==> src/rtl/pwm_capture_pkg.sv <==
// pwm_capture shared types: FSM states, CTRL/STATUS bit positions.
// Optional glitch filter is enabled with PWM_CAPTURE_FILTER_EN.
package pwm_capture_pkg;

  typedef enum logic [1:0] {
    IDLE,
    WAIT_RISE,
    MEAS_HIGH,
    MEAS_LOW
  } state_t;

  localparam int CTRL_EN      = 0;
  localparam int CTRL_POL     = 1;
  localparam int CTRL_PRESC   = 2;
  localparam int PRESC_W      = 5;
  localparam int CTRL_CAPIE   = 7;
  localparam int CTRL_OVFIE   = 8;
  localparam int CTRL_ONESHOT = 9;
  localparam int CTRL_W       = 10;

  localparam int ST_CAPF = 0;
  localparam int ST_OVFF = 1;

  function automatic logic [31:0] presc_mask(
    input logic [PRESC_W-1:0] p
  );
    return (32'd1 << p) - 32'd1;
  endfunction

endpackage

==> src/rtl/pwm_capture_sync.sv <==
// sync_edge: 2-FF synchroniser, polarity, registered edge detect.
// PWM_CAPTURE_FILTER_EN adds a FILT_LEN-sample stability filter.
module sync_edge
`ifdef PWM_CAPTURE_FILTER_EN
#(
  parameter int FILT_LEN = 4
)
`endif
(
  input  logic clk,
  input  logic rst,
  input  logic pin,
  input  logic pol,
  output logic level,
  output logic rise,
  output logic fall
);

  logic s1;
  logic s2;
  logic lvl;

  // two-stage synchroniser for the asynchronous pin
  always_ff @(posedge clk) begin
    if (rst) begin
      s1 <= 1'b0;
      s2 <= 1'b0;
    end else begin
      s1 <= pin;
      s2 <= s1;
    end
  end

`ifdef PWM_CAPTURE_FILTER_EN
  localparam int FW = $clog2(FILT_LEN + 1);

  logic          filt;
  logic [FW-1:0] fcnt;

  // follow the input only after FILT_LEN differing samples in a row
  always_ff @(posedge clk) begin
    if (rst) begin
      filt <= 1'b0;
      fcnt <= '0;
    end else if (s2 == filt) begin
      fcnt <= '0;
    end else if (fcnt == FW'(FILT_LEN - 1)) begin
      filt <= s2;
      fcnt <= '0;
    end else begin
      fcnt <= fcnt + 1'b1;
    end
  end

  assign lvl = filt ^ pol;
`else
  assign lvl = s2 ^ pol;
`endif

  // registered edge strobes, one cycle wide
  always_ff @(posedge clk) begin
    if (rst) begin
      level <= 1'b0;
      rise  <= 1'b0;
      fall  <= 1'b0;
    end else begin
      level <= lvl;
      rise  <= lvl & ~level;
      fall  <= ~lvl & level;
    end
  end

endmodule

==> src/rtl/pwm_capture.sv <==
// pwm_capture: measures period and high time of a pulse train.
// Build option PWM_CAPTURE_FILTER_EN enables the input glitch filter.
module pwm_capture
  import pwm_capture_pkg::*;
#(
  parameter int WIDTH = 32
`ifdef PWM_CAPTURE_FILTER_EN
  ,
  parameter int FILT_LEN = 4
`endif
) (
  input  logic             clk,
  input  logic             rst,
  input  logic             pwm_in,
  input  logic             ctrl_we,
  input  logic [1:0]       stat_clr,
  input  logic [WIDTH-1:0] data_in,
  output logic [WIDTH-1:0] o_ctrl,
  output logic [1:0]       o_status,
  output logic [WIDTH-1:0] o_period,
  output logic [WIDTH-1:0] o_high,
  output logic             valid,
  output logic             int_cap,
  output logic             int_ovf
);

  logic [CTRL_W-1:0] ctrl;
  state_t            state;
  logic [31:0]       pcnt;
  logic [31:0]       pmask;
  logic [WIDTH-1:0]  cnt;
  logic [WIDTH-1:0]  hi_lat;
  logic              capf;
  logic              ovff;
  logic              level;
  logic              rise;
  logic              fall;
  logic              en;
  logic              tick;
  logic              meas;
  logic              reconf;
  logic              run;
  logic              ovf_evt;
  logic              cap_evt;
  logic              one_clr;
  logic              unused;

`ifdef PWM_CAPTURE_FILTER_EN
  sync_edge #(.FILT_LEN(FILT_LEN)) u_sync (
`else
  sync_edge u_sync (
`endif
    .clk   (clk),
    .rst   (rst),
    .pin   (pwm_in),
    .pol   (ctrl[CTRL_POL]),
    .level (level),
    .rise  (rise),
    .fall  (fall)
  );

  assign en      = ctrl[CTRL_EN];
  assign pmask   = presc_mask(ctrl[CTRL_PRESC +: PRESC_W]);
  assign tick    = (pcnt & pmask) == pmask;
  assign meas    = (state == MEAS_HIGH) || (state == MEAS_LOW);
  assign reconf  = ctrl_we && data_in[CTRL_EN] &&
                   ((data_in[CTRL_POL] != ctrl[CTRL_POL]) ||
                    (data_in[CTRL_PRESC +: PRESC_W] !=
                     ctrl[CTRL_PRESC +: PRESC_W]));
  assign run     = en && !reconf;
  assign ovf_evt = run && meas && tick && (&cnt);
  assign cap_evt = run && (state == MEAS_LOW) && rise && !ovf_evt;
  assign one_clr = cap_evt && ctrl[CTRL_ONESHOT];

  assign o_ctrl   = {{(WIDTH - CTRL_W){1'b0}}, ctrl};
  assign o_status = {ovff, capf};
  assign int_cap  = capf & ctrl[CTRL_CAPIE];
  assign int_ovf  = ovff & ctrl[CTRL_OVFIE];
  assign unused   = ^{level, data_in[WIDTH-1:CTRL_W]};

  // CTRL register and sticky flags; set beats clear, write beats oneshot
  always_ff @(posedge clk) begin
    if (rst) begin
      ctrl <= '0;
      capf <= 1'b0;
      ovff <= 1'b0;
    end else begin
      if (ctrl_we) begin
        ctrl <= data_in[CTRL_W-1:0];
      end else if (one_clr) begin
        ctrl[CTRL_EN] <= 1'b0;
      end
      capf <= cap_evt | (capf & ~stat_clr[ST_CAPF]);
      ovff <= ovf_evt | (ovff & ~stat_clr[ST_OVFF]);
    end
  end

  // prescaler, phase-aligned to each rising edge
  always_ff @(posedge clk) begin
    if (rst || !en || rise) begin
      pcnt <= '0;
    end else begin
      pcnt <= pcnt + 32'd1;
    end
  end

  // measurement FSM, tick counter and result registers
  always_ff @(posedge clk) begin
    if (rst) begin
      state    <= IDLE;
      cnt      <= '0;
      hi_lat   <= '0;
      o_period <= '0;
      o_high   <= '0;
      valid    <= 1'b0;
    end else begin
      valid <= cap_evt;
      if (!en) begin
        state  <= IDLE;
        cnt    <= '0;
        hi_lat <= '0;
      end else if (reconf) begin
        state <= WAIT_RISE;
        cnt   <= '0;
      end else begin
        if (rise) begin
          cnt <= '0;
        end else if (meas && tick && !(&cnt)) begin
          cnt <= cnt + 1'b1;
        end
        unique case (state)
          IDLE: state <= WAIT_RISE;
          WAIT_RISE: begin
            if (rise) state <= MEAS_HIGH;
          end
          MEAS_HIGH: begin
            if (ovf_evt) begin
              state <= WAIT_RISE;
            end else if (fall) begin
              hi_lat <= cnt + WIDTH'(tick);
              state  <= MEAS_LOW;
            end
          end
          MEAS_LOW: begin
            if (ovf_evt) begin
              state <= WAIT_RISE;
            end else if (rise) begin
              o_period <= cnt + WIDTH'(tick);
              o_high   <= hi_lat;
              state    <= ctrl[CTRL_ONESHOT] ? IDLE : MEAS_HIGH;
            end
          end
          default: state <= IDLE;
        endcase
      end
    end
  end

endmodule

==> config.mk <==
export PLATFORM = sky130hd
export DESIGN_NAME = pwm_capture
export DESIGN_NICKNAME = d
export VERILOG_FILES = /design/src/rtl/pwm_capture_pkg.sv /design/src/rtl/pwm_capture_sync.sv /design/src/rtl/pwm_capture.sv
export SDC_FILE = /design/constraint.sdc
export NUM_CORES = 1
export LEC_CHECK = 0
export BUFFER_PORTS_ARGS = -buffer_cell sky130_fd_sc_hd__buf_2
export CELL_PAD_IN_SITES_DETAIL_PLACEMENT = 0
export CELL_PAD_IN_SITES_GLOBAL_PLACEMENT = 2
export CORE_MARGIN = 5
export CORE_UTILIZATION = 34
export CTS_CLUSTER_DIAMETER = 80
export CTS_CLUSTER_SIZE = 8
export DETAILED_ROUTE_END_ITERATION = 16
export PLACE_DENSITY_LB_ADDON = 0.12
export SLEW_MARGIN = 20
export SYNTH_ARGS = -nofsm -noshare
export SYNTH_HDL_FRONTEND = slang
export SYNTH_SLANG_ARGS = --single-unit
==> constraint.sdc <==
create_clock -name clk -period 5.11 [get_ports clk]
set_input_delay 0.511 -clock clk [delete_from_list [all_inputs] [get_ports clk]]
set_output_delay 0.511 -clock clk [all_outputs]
set_load 0.01 [all_outputs]
==> run metrics <==
post-cts sizing count=0; CTS tree=yes; Tcrit/Tclk final=86.4%; total gr overflow=0; Netlist cell types=63; Peak Freq=0.227 GHz; Area Growth Syn to Fin=14.4%; Vias=7,277; GP Congestion=0.825; Ant. Diodes=0; Routed WL=25.1 mm; dpl hpwl=18.0 mm; IR drop worst, VDD=0.000219 V; total CTS buffers=17; Die Y=170 µm; synthesized flop and latch total=179; IO Port Bufs=94; non-filler instance count after layout=1,406; max_cap viols=0; simple-gate share of the synthesized area=22.5%; # H-tree levels=4; Layout fillers=2,692; vias in the first global route=6,998; Syn Std Cell Area=0.00865 mm²; Inst Count DP=1,374; clock root cell=clkbuf_16; final count of hold timing violations=0; largest family of logic cells by synthesized area=simple AND/OR/NAND/NOR gates; Finished Core Util=39.4%; Starting Density=34.5%; worst hold path type=in2reg; vias per cell=5.18; Rows=58; initial DRC count=467; Core Region=0.0251 mm²; Multi-input gate area=0.00457 mm²; critical path startpoint category=flop; Post-synth ARST share=0%; DR pass1 iterations=5; CP Data Required Time=5390 ps; Syn Area/Cell=8.60 µm²; unrepaired setup endpoints after global routing=false; ys flop type=dfxtp_1; sequential share of the synthesized area=41.4%; reg2reg start=ctrl[3]$_SDFFE_PP0P_; Relative slew margins=37.8%; hold path startpoint=pwm_in; pwr/cell area=302 mW/mm²; leak pwr=3.47 nW; kind of critical path=reg2reg; initial antenna violation count=0; setup repair bufs after CTS=0; I/O Pins=139; pin count of the biggest net entering global routing=84; Synth Area in Compound Gates=15.2%; XOR/XNOR Fraction of Synth Area=7.39%; Post-CTS Hold Buffers=0; slew of the pin with the lowest slew margin=933 ps; Arr. time, crit path=4690 ps; outcome=completed; Clock Path Buffers=2; die span in x=170 µm; Setup TNS=0 ps; Post-Syn Instances=1,006; Setup crit end kind=flop; layout cells sized above 1=15.2%; worst hold slack=300 ps; clk_skew=17.6 ps; DR WL/cell=17.8 µm; Reg clk slew, reported paths=80 ps; DRC=0; Pins Over Slew Limit=0; Layout Nets=1,106; min Tclk post-route=4410 ps; latest clock arrival within the worst-skew pair=440 ps; Yosys Warn Count=0; post-route ant nets=0; Final setup viols=0; total power=2.98 mW; first-pass GRT wire length=40.4 mm; Synth Area in Adders=0.839%; number of synthesized flops with an enable pin=0; Crit Path Max Fanout=19; Global Route Usage Sum=17.5%; mux contribution to synthesized area=5.67%; die area=0.0287 mm²; sequential cell area=0.00358 mm²; Num Clock Sinks=179; worst setup path startpoint=ctrl[3]$_SDFFE_PP0P_
## cells by family (layout without fill, tap and decap cells)
family          after synthesis  count (layout)
compound gates              193             193
xor+xnor                     73              73
fa+ha+maj                     6               6
buf+inv                     111             160
flops                       179             179
mux                          49              49
other cells                   1              22
simple gates                394             394
## worst max-delay path, cell delays in order, from the launching register on
cell      delay (ps)
dfxtp_1          490
inv_1            200
nand3_1          130
ha_2             410
buf_4            210
or3_1            100
a221o_1          140
a21oi_1           70
nor3_1           170
and4_1           300
nand3_1          150
inv_1            110
ha_1             160
ha_1             240
nand2_1          160
nor2_1           330
nand4_1          350
nor2_1           220
xnor2_1          200
a211oi_1         120
## placed cells by master, fill, tap and decap left out, types with 3 or more instances in the layout
cell type  count
dfxtp_1      179
nor2_1       145
buf_2         94
nand2_1       65
a211oi_1      65
xor2_1        51
a21oi_1       49
mux2i_1       49
nand3_1       40
or3_1         29
nand4_1       25
xnor2_1       22
conb_1        22
buf_4         22
nor3_1        21
o21ai_0       20
clkbuf_16     17
o211ai_1      16
inv_1         11
and2_1         9
nor4_1         9
or4_1          9
and4_1         8
o31ai_1        8
and3_1         8
nand2b_1       5
nor2b_1        5
clkinv_8       5
or2_2          4
a21o_1         4
a31oi_1        4
ha_1           4
a2bb2oi_1      3
clkinv_4       3
inv_8          3
## worst paths after layout
path                                             endpoint  slack [ps]  cells after the start
worst max-delay path            o_period[22]$_SDFFE_PP0P_         700                     19
worst max register to register  o_period[22]$_SDFFE_PP0P_         700                     19
worst min register to register     u_sync.rise$_SDFF_PP0_         430                      1
worst min-delay path                 u_sync.s1$_SDFF_PP0_         300                      2
## registers in the layout, indices dropped and copies added (netlist names), 2 cells and up
name,count
hi_lat,32
ctrl,10
pcnt,31
o_high,32
cnt,32
state,2
o_period,32
## synthesized netlist by cell type, drive strengths merged (3+ instances only)
library cell  count  area [µm²]
and3              8        50.1
nand3            40         200
a211oi           67         513
nand2            65         244
nor2b             5        31.3
a21oi            49         245
o31ai             8        60.1
and2              9        56.3
mux2i            49         490
nor3             22         115
and4              8        70.1
nand2b            6        37.5
or2               4        25.0
nand4            27         181
nor2            145         544
ha                5        62.6
inv              11        41.3
buf              64         427
a31oi             4        25.0
or3              29         181
a2bb2oi           3        26.3
o211ai           16         120
clkbuf           36         135
o21ai            21         105
nor4             10        77.6
a21o              4        30.0
dfxtp           179        3580
xnor2            22         193
or4               9        67.6
xor2             51         447
## through the flow
step,instance area (µm²),setup slack (ps)
6_report,9890,697
2_1_floorplan,8730,1120
4_1_cts,9890,443
3_3_place_gp,9260,506
3_5_place_dp,9260,461
5_1_grt,9890,124
## layout make-up
| cell class | count | share of cell area, % |
|---|---|---|
| sequential | 179 | 36.2 |
| inverter | 11 | 0.417 |
| timing repair buffer | 117 | 6.63 |
| multi-input combinational | 737 | 46.2 |
| clock inverter | 15 | 2.07 |
| clock buffer | 17 | 4.30 |
| tap | 330 | 4.17 |
## per-layer routing
metal | track usage (%) | up-vias | share of wire [%]
li1 | - | 3644 | -
met4 | 3.78 | 0 | 0.86
met1 | 27.0 | 3473 | 52
met2 | 26.1 | 143 | 43
met3 | 2.10 | 17 | 3.4
met5 | 0 | - | 0
## report_power, final
group	switching (mW)	internal (mW)	total, mW
Clock	0.676	0.716	1.39
Sequential	0.00643	1.40	1.41
Combinational	0.119	0.0674	0.186
Total	0.801	2.18	2.98
No activity file was read; power rests on OpenSTA's default activity.
